### config.mk
export PLATFORM = sky130hd
export DESIGN_NAME = dual_port_ram
export DESIGN_NICKNAME = d
export VERILOG_FILES = /design/src/rtl/dual_port_ram.sv
export SDC_FILE = /design/constraint.sdc
export NUM_CORES = 1
export LEC_CHECK = 0
export ABC_AREA = 1
export BUFFER_PORTS_ARGS = -buffer_cell sky130_fd_sc_hd__buf_2
export CAP_MARGIN = 30
export CELL_PAD_IN_SITES_DETAIL_PLACEMENT = 0
export CELL_PAD_IN_SITES_GLOBAL_PLACEMENT = 1
export CORE_UTILIZATION = 47
export CTS_BUF_LIST = sky130_fd_sc_hd__clkbuf_4
export DETAILED_ROUTE_END_ITERATION = 10
export GPL_ROUTABILITY_DRIVEN = 0
export PLACE_DENSITY_LB_ADDON = 0.1
export SLEW_MARGIN = 20
export SYNTH_ARGS = -nofsm -noshare
export SYNTH_HDL_FRONTEND = slang
export SYNTH_SLANG_ARGS = --single-unit
export TNS_END_PERCENT = 100
### constraint.sdc
create_clock -name clk -period 3.5 [get_ports clk]
set_clock_uncertainty 0.05 [all_clocks]
set_input_delay 0.175 -clock clk [delete_from_list [all_inputs] [get_ports clk]]
set_output_delay 0.175 -clock clk [all_outputs]
set_load 0.03 [all_outputs]
### src/rtl/dual_port_ram.sv
// dual_port_ram: simple dual-port RAM, one synchronous write port and one
// synchronous read port on a single clock.
//   - per-byte write enables
//   - RD_LATENCY-deep read pipeline with a one-cycle valid strobe
//   - WR_FIRST selects new/merged (1) or old (0) data on a same-address collision
//   - after reset a sequencer zero-fills the whole array, one word per edge
// Optional feature: define DUAL_PORT_RAM_PARITY_EN to store one even-parity
// bit per byte lane, add the par_inject_i input and the rd_perr_o output.
module dual_port_ram #(
  parameter int  DATA_WIDTH = 16,
  parameter int  BYTE_WIDTH = 8,
  parameter int  ADDR_WIDTH = 6,
  parameter int  RD_LATENCY = 1,
  parameter int  WR_FIRST   = 1,
  localparam int NUM_BYTES  = DATA_WIDTH / BYTE_WIDTH,
  localparam int DEPTH      = 2 ** ADDR_WIDTH
) (
  input  logic                  clk,
  input  logic                  rst_n,
  input  logic                  wr_en_i,
  input  logic [ADDR_WIDTH-1:0] wr_addr_i,
  input  logic [DATA_WIDTH-1:0] wr_data_i,
  input  logic [NUM_BYTES-1:0]  wr_be_i,
  input  logic                  rd_en_i,
  input  logic [ADDR_WIDTH-1:0] rd_addr_i,
`ifdef DUAL_PORT_RAM_PARITY_EN
  input  logic                  par_inject_i,
  output logic [NUM_BYTES-1:0]  rd_perr_o,
`endif
  output logic [DATA_WIDTH-1:0] rd_data_o,
  output logic                  rd_valid_o,
  output logic                  collision_o,
  output logic                  init_busy_o
);

  typedef enum logic {
    ST_INIT  = 1'b0,
    ST_READY = 1'b1
  } state_e;

  state_e                state_q, state_d;
  logic [ADDR_WIDTH-1:0] fill_q, fill_d;

  logic wr_go, rd_go, rd_hit;
  logic [DATA_WIDTH-1:0] rd_old, rd_merged, rd_word;

  logic [DATA_WIDTH-1:0] mem [DEPTH];

`ifdef DUAL_PORT_RAM_PARITY_EN
  logic [NUM_BYTES-1:0] par_mem [DEPTH];
  logic [NUM_BYTES-1:0] wr_par, rd_par_old, rd_par_merged, rd_par, rd_perr_word;
  logic [NUM_BYTES-1:0] pipe_perr_q [RD_LATENCY];
`endif

  logic [RD_LATENCY-1:0] pipe_vld_q;
  logic [RD_LATENCY-1:0] pipe_coll_q;
  logic [DATA_WIDTH-1:0] pipe_data_q [RD_LATENCY];

  // State register and fill counter.
  // NOTE: sequential state uses non-blocking (<=) so every flop samples
  // pre-edge values; blocking here would create order-dependent races.
  always_ff @(posedge clk or negedge rst_n) begin
    if (!rst_n) begin
      state_q <= ST_INIT;
      fill_q  <= '0;
    end else begin
      state_q <= state_d;
      fill_q  <= fill_d;
    end
  end

  // Next state: walk the fill counter to DEPTH-1, then park in READY.
  // NOTE: every always_comb output gets a default first, so no path
  // leaves it unassigned and no latch is inferred.
  always_comb begin
    state_d = state_q;
    fill_d  = fill_q;
    if (state_q == ST_INIT) begin
      if (&fill_q) state_d = ST_READY;
      else         fill_d  = fill_q + 1'b1;
    end
  end

  assign init_busy_o = (state_q == ST_INIT);
  assign wr_go       = (state_q == ST_READY) && wr_en_i;
  assign rd_go       = (state_q == ST_READY) && rd_en_i;
  assign rd_hit      = wr_go && rd_go && (wr_addr_i == rd_addr_i);

  // Read word at acceptance; on a collision, optionally forward the merged write.
  always_comb begin
    rd_old    = mem[rd_addr_i];
    rd_merged = rd_old;
    for (int b = 0; b < NUM_BYTES; b++) begin
      if (wr_be_i[b]) rd_merged[b*BYTE_WIDTH +: BYTE_WIDTH] = wr_data_i[b*BYTE_WIDTH +: BYTE_WIDTH];
    end
    rd_word = (rd_hit && (WR_FIRST != 0)) ? rd_merged : rd_old;
  end

`ifdef DUAL_PORT_RAM_PARITY_EN
  // Lane parity for writes, forwarded parity on collisions, recheck on read.
  always_comb begin
    rd_par_old    = par_mem[rd_addr_i];
    rd_par_merged = rd_par_old;
    wr_par        = '0;
    rd_perr_word  = '0;
    for (int b = 0; b < NUM_BYTES; b++) begin
      wr_par[b] = (^wr_data_i[b*BYTE_WIDTH +: BYTE_WIDTH]) ^ par_inject_i;
      if (wr_be_i[b]) rd_par_merged[b] = wr_par[b];
    end
    rd_par = (rd_hit && (WR_FIRST != 0)) ? rd_par_merged : rd_par_old;
    for (int b = 0; b < NUM_BYTES; b++) begin
      rd_perr_word[b] = (^rd_word[b*BYTE_WIDTH +: BYTE_WIDTH]) ^ rd_par[b];
    end
  end
`endif

  // Storage array: zero-fill during INIT, byte-lane writes once READY.
  // NOTE: the array has no reset; it is cleared by the fill sequencer so it
  // can map onto RAM macros, which have no reset on their contents.
  always_ff @(posedge clk) begin
    if (state_q == ST_INIT) begin
      mem[fill_q] <= '0;
`ifdef DUAL_PORT_RAM_PARITY_EN
      par_mem[fill_q] <= '0;
`endif
    end else if (wr_go) begin
      for (int b = 0; b < NUM_BYTES; b++) begin
        if (wr_be_i[b]) begin
          mem[wr_addr_i][b*BYTE_WIDTH +: BYTE_WIDTH] <= wr_data_i[b*BYTE_WIDTH +: BYTE_WIDTH];
`ifdef DUAL_PORT_RAM_PARITY_EN
          par_mem[wr_addr_i][b] <= wr_par[b];
`endif
        end
      end
    end
  end

  // Read pipeline: stage 0 captures at acceptance; payload moves only with
  // its valid bit so the last stage holds the previous word between reads.
  always_ff @(posedge clk or negedge rst_n) begin
    if (!rst_n) begin
      pipe_vld_q  <= '0;
      pipe_coll_q <= '0;
      for (int i = 0; i < RD_LATENCY; i++) begin
        pipe_data_q[i] <= '0;
`ifdef DUAL_PORT_RAM_PARITY_EN
        pipe_perr_q[i] <= '0;
`endif
      end
    end else begin
      pipe_vld_q[0] <= rd_go;
      if (rd_go) begin
        pipe_data_q[0] <= rd_word;
        pipe_coll_q[0] <= rd_hit;
`ifdef DUAL_PORT_RAM_PARITY_EN
        pipe_perr_q[0] <= rd_perr_word;
`endif
      end
      for (int i = 1; i < RD_LATENCY; i++) begin
        pipe_vld_q[i] <= pipe_vld_q[i-1];
        if (pipe_vld_q[i-1]) begin
          pipe_data_q[i] <= pipe_data_q[i-1];
          pipe_coll_q[i] <= pipe_coll_q[i-1];
`ifdef DUAL_PORT_RAM_PARITY_EN
          pipe_perr_q[i] <= pipe_perr_q[i-1];
`endif
        end
      end
    end
  end

  assign rd_data_o   = pipe_data_q[RD_LATENCY-1];
  assign rd_valid_o  = pipe_vld_q[RD_LATENCY-1];
  assign collision_o = pipe_vld_q[RD_LATENCY-1] & pipe_coll_q[RD_LATENCY-1];
`ifdef DUAL_PORT_RAM_PARITY_EN
  assign rd_perr_o   = pipe_vld_q[RD_LATENCY-1] ? pipe_perr_q[RD_LATENCY-1] : '0;
`endif

endmodule

==> results_dict.tcl <==
set metrics [dict create \
    cts_buffer_depth 4 \
    status "completed" \
    synthTopCellsByArea "edfxtp_1 71%, nand2_1 12%, nand3_1 10%, nor2_1 1.5%, buf_2 1.5%" \
    r2r-start "state_q" \
    post-route-min-period_ps 3350 \
    yosysTopAreaCell "edfxtp_1" \
    clock_latency_ps 1150 \
    rows 111 \
    yosysUniqueCellTypes 29 \
    fmaxAchievable_mhz 298 \
    drtIter0Drc 2426 \
    io_buffers 52 \
    wl_met3_mm 8.12 \
    highest_layer "met5" \
    synth_seq_cells 1049 \
    fp.dieH_um 306 \
    post-route-period-util_pct 95.8 \
    ys_warn_count 0 \
    rsz0062_at_grt "no" \
    worst-setup-path-type "primary input to flop" \
    routed_via_density 5.39 \
    final_cell_area_um2 50200 \
    dr.pass1.iters 6 \
    holdPathStages 4 \
    worst_pin_slew_ps 948 \
    die_width_um 306 \
    post_drt_wl_per_cell_um 21.7 \
    max_cap_violations 0 \
    r2r_end "rd_data_o[0]" \
    grt.overflow.total 0 \
    slew_headroom_pct 36.8 \
    async_reset_ff_share_pct 2.38 \
    initial_core_util_pct 47.4 \
    n_fill_cell 7996 \
    cts_setup_buffers 0 \
    htreeDepth 5 \
    r2r_setup_slack_ps 330 \
    vias 30000 \
    wl_met2_mm 58.1 \
    crit_start "wr_addr_i[3]" \
    hpwl_mm 74.0 \
    cts.clk_slew.worst_paths_ps 60 \
    synth_top_cell_area_share_pct 70.9 \
    postPlaceCellArea_um2 45800 \
    globalRouteTotalUtil_pct 26.1 \
    cts_tree "yes" \
    drc 0 \
    synth_most_common_cell "nand2_1" \
    power_density_nw_per_um2 512 \
    crit_required_ps 4410 \
    fp.coreArea_um2 91500 \
    synth_area_um2 43400 \
    hold_viol 0 \
    power_leakage_nw 18.7 \
    crit_arrival_ps 4270 \
    ctsRootBufferMaster "clkbuf_4" \
    start_kind "primary input" \
    finalWirelength_mm 120 \
    ys_seq_area_share_pct 72.3 \
    antenna_found_initial 2 \
    synth-edff-count 1024 \
    syn2layout_area_growth_pct 15.6 \
    first_global_vias 30400 \
    numCtsBuffers 289 \
    grt_pass1_wl_mm 181 \
    peakVddDrop_uv 324 \
    setup_violations 0 \
    cts_num_sinks 1049 \
    fin_nets 4219 \
    synthFlopType "edfxtp_1" \
    synth_nets 3878 \
    hold_path_class "primary input to flop" \
    met1_length_mm 51.5 \
    critPathCapture "rd_data_o[0]" \
    drive_above_1_share_pct 15.9 \
    crit_path_max_fanout 16 \
    netlist_instances 3843 \
    synthTopCellsByCount "1405 x nand2_1, 1024 x edfxtp_1, 883 x nand3_1, 176 x nor2_1, 127 x buf_2" \
    setup_tns_ps 0 \
    grt_max_degree 132 \
    syn_avg_cell_area_um2 11.3 \
    slew_violations 0 \
    r2r_cells 10 \
    ant_nets 0 \
    boundaryPins 53 \
    crit_path_end_kind "flop" \
    die_area_um2 93600 \
]
-- cell families after synthesis --
| group | Yosys count | synth area share (%) |
|---|---|---|
| simple gates | 2495 | 24.4 |
| compound gates | 11 | 0.234 |
| flops | 1049 | 72.3 |
| buf+inv | 276 | 2.78 |
| xor+xnor | 11 | 0.222 |
| fa+ha+maj | 1 | 0.0288 |
-- routing by layer --
metal	vias to the layer above	GRT usage (%)
met4	2	8.89
met5	-	0
met2	1078	42.6
met3	182	5.88
met1	14500	34.7
li1	14200	-
-- through the flow --
stage / util (%) / std cells / hold WS (ps) / setup WS [ps] / power, mW
2_1_floorplan: - / 3843 / -171 / 485 / 14.7
3_3_place_gp: 50.1 / 4997 / 150 / 383 / 15.2
3_5_place_dp: 50.1 / 4997 / 151 / 250 / 15.2
4_1_cts: 54.8 / 5556 / 9.44 / 197 / 26.0
5_1_grt: 54.8 / 5557 / 0.600 / 28.5 / 26.8
6_report: 54.8 / 5557 / 46.3 / 145 / 25.7
-- report_power, final --
group | leakage [nW] | total, mW | switching (mW) | internal [mW]
registers | 7.46 | 13.6 | 0 | 13.6
clock network | 2.10 | 10.7 | 4.88 | 5.82
logic | 9.17 | 1.42 | 0.990 | 0.434
total | 18.7 | 25.7 | 5.87 | 19.8
-- what timing repair did --
action,in CTS,in global routing
endpoints found under the setup margin,0,8
resized for setup,0,1
hold buffers,82,0
endpoints found under the hold margin,2085,0
-- layout make-up --
type	instances	area (um^2)	share of cell area (%)
tap	1186	1480	2.96
sequential	1049	31400	62.6
antenna	1	2.50	0.00499
timing repair buffer	290	2660	5.30
clock buffer	405	3040	6.06
multi-input combinational	2518	11000	21.9
inverter	36	155	0.309
clock inverter	72	468	0.933
-- sequential cells by signal (all words and copies together), names as in the netlist --
| register | cells |
|---|---|
| rd_data_o | 16 |
| state_q | 1 |
| rd_valid_o | 1 |
| mem | 1024 |
| fill_q | 6 |
| pipe_coll_q | 1 |
-- how the worst min path moves through the flow --
stage	startpoint	endpoint	slack [ps]
global route	rd_en_i	rd_valid_o	0.6
finish	rd_en_i	rd_valid_o	50
CTS	rd_addr_i[0]	rd_data_o[11]	9
floorplan	rst_n	fill_q[0]	-170
detailed placement	rst_n	rd_data_o[6]	150
global placement	rst_n	rd_data_o[2]	150
-- critical path: stages --
cell	delay (ps)
dlygate4sd3_1	530
buf_2	130
dlygate4sd3_1	570
xnor2_1	120
dlygate4sd3_1	550
nand2_1	90
nor4_2	240
nand3_1	210
buf_4	260
nor2_1	110
dlygate4sd3_1	560
nor2_1	40
dlygate4sd3_1	560
nand2_1	70
nand2_1	60
-- cells in the final DEF, fill, tap and decap left out, types with 2 or more instances in the layout --
master / synthesis / routed
nand2_1: 1405 / 1405
edfxtp_1: 1024 / 1024
nand3_1: 883 / 883
clkbuf_4: 0 / 405
nor2_1: 176 / 160
buf_4: 2 / 127
dlygate4sd3_1: 0 / 81
clkinv_1: 0 / 51
buf_2: 127 / 49
buf_12: 0 / 31
nor2_4: 11 / 27
inv_1: 27 / 25
dfrtp_1: 25 / 25
clkinv_2: 0 / 11
inv_2: 8 / 10
bufinv_16: 0 / 7
xnor2_1: 6 / 6
nor2_2: 5 / 5
nand2_2: 6 / 5
xor2_1: 5 / 5
or2_1: 4 / 4
o21ai_2: 5 / 4
o21ai_4: 2 / 3
a21oi_4: 0 / 2
inv_4: 1 / 2
inv_8: 0 / 2
(Power assumes the default switching activity.)
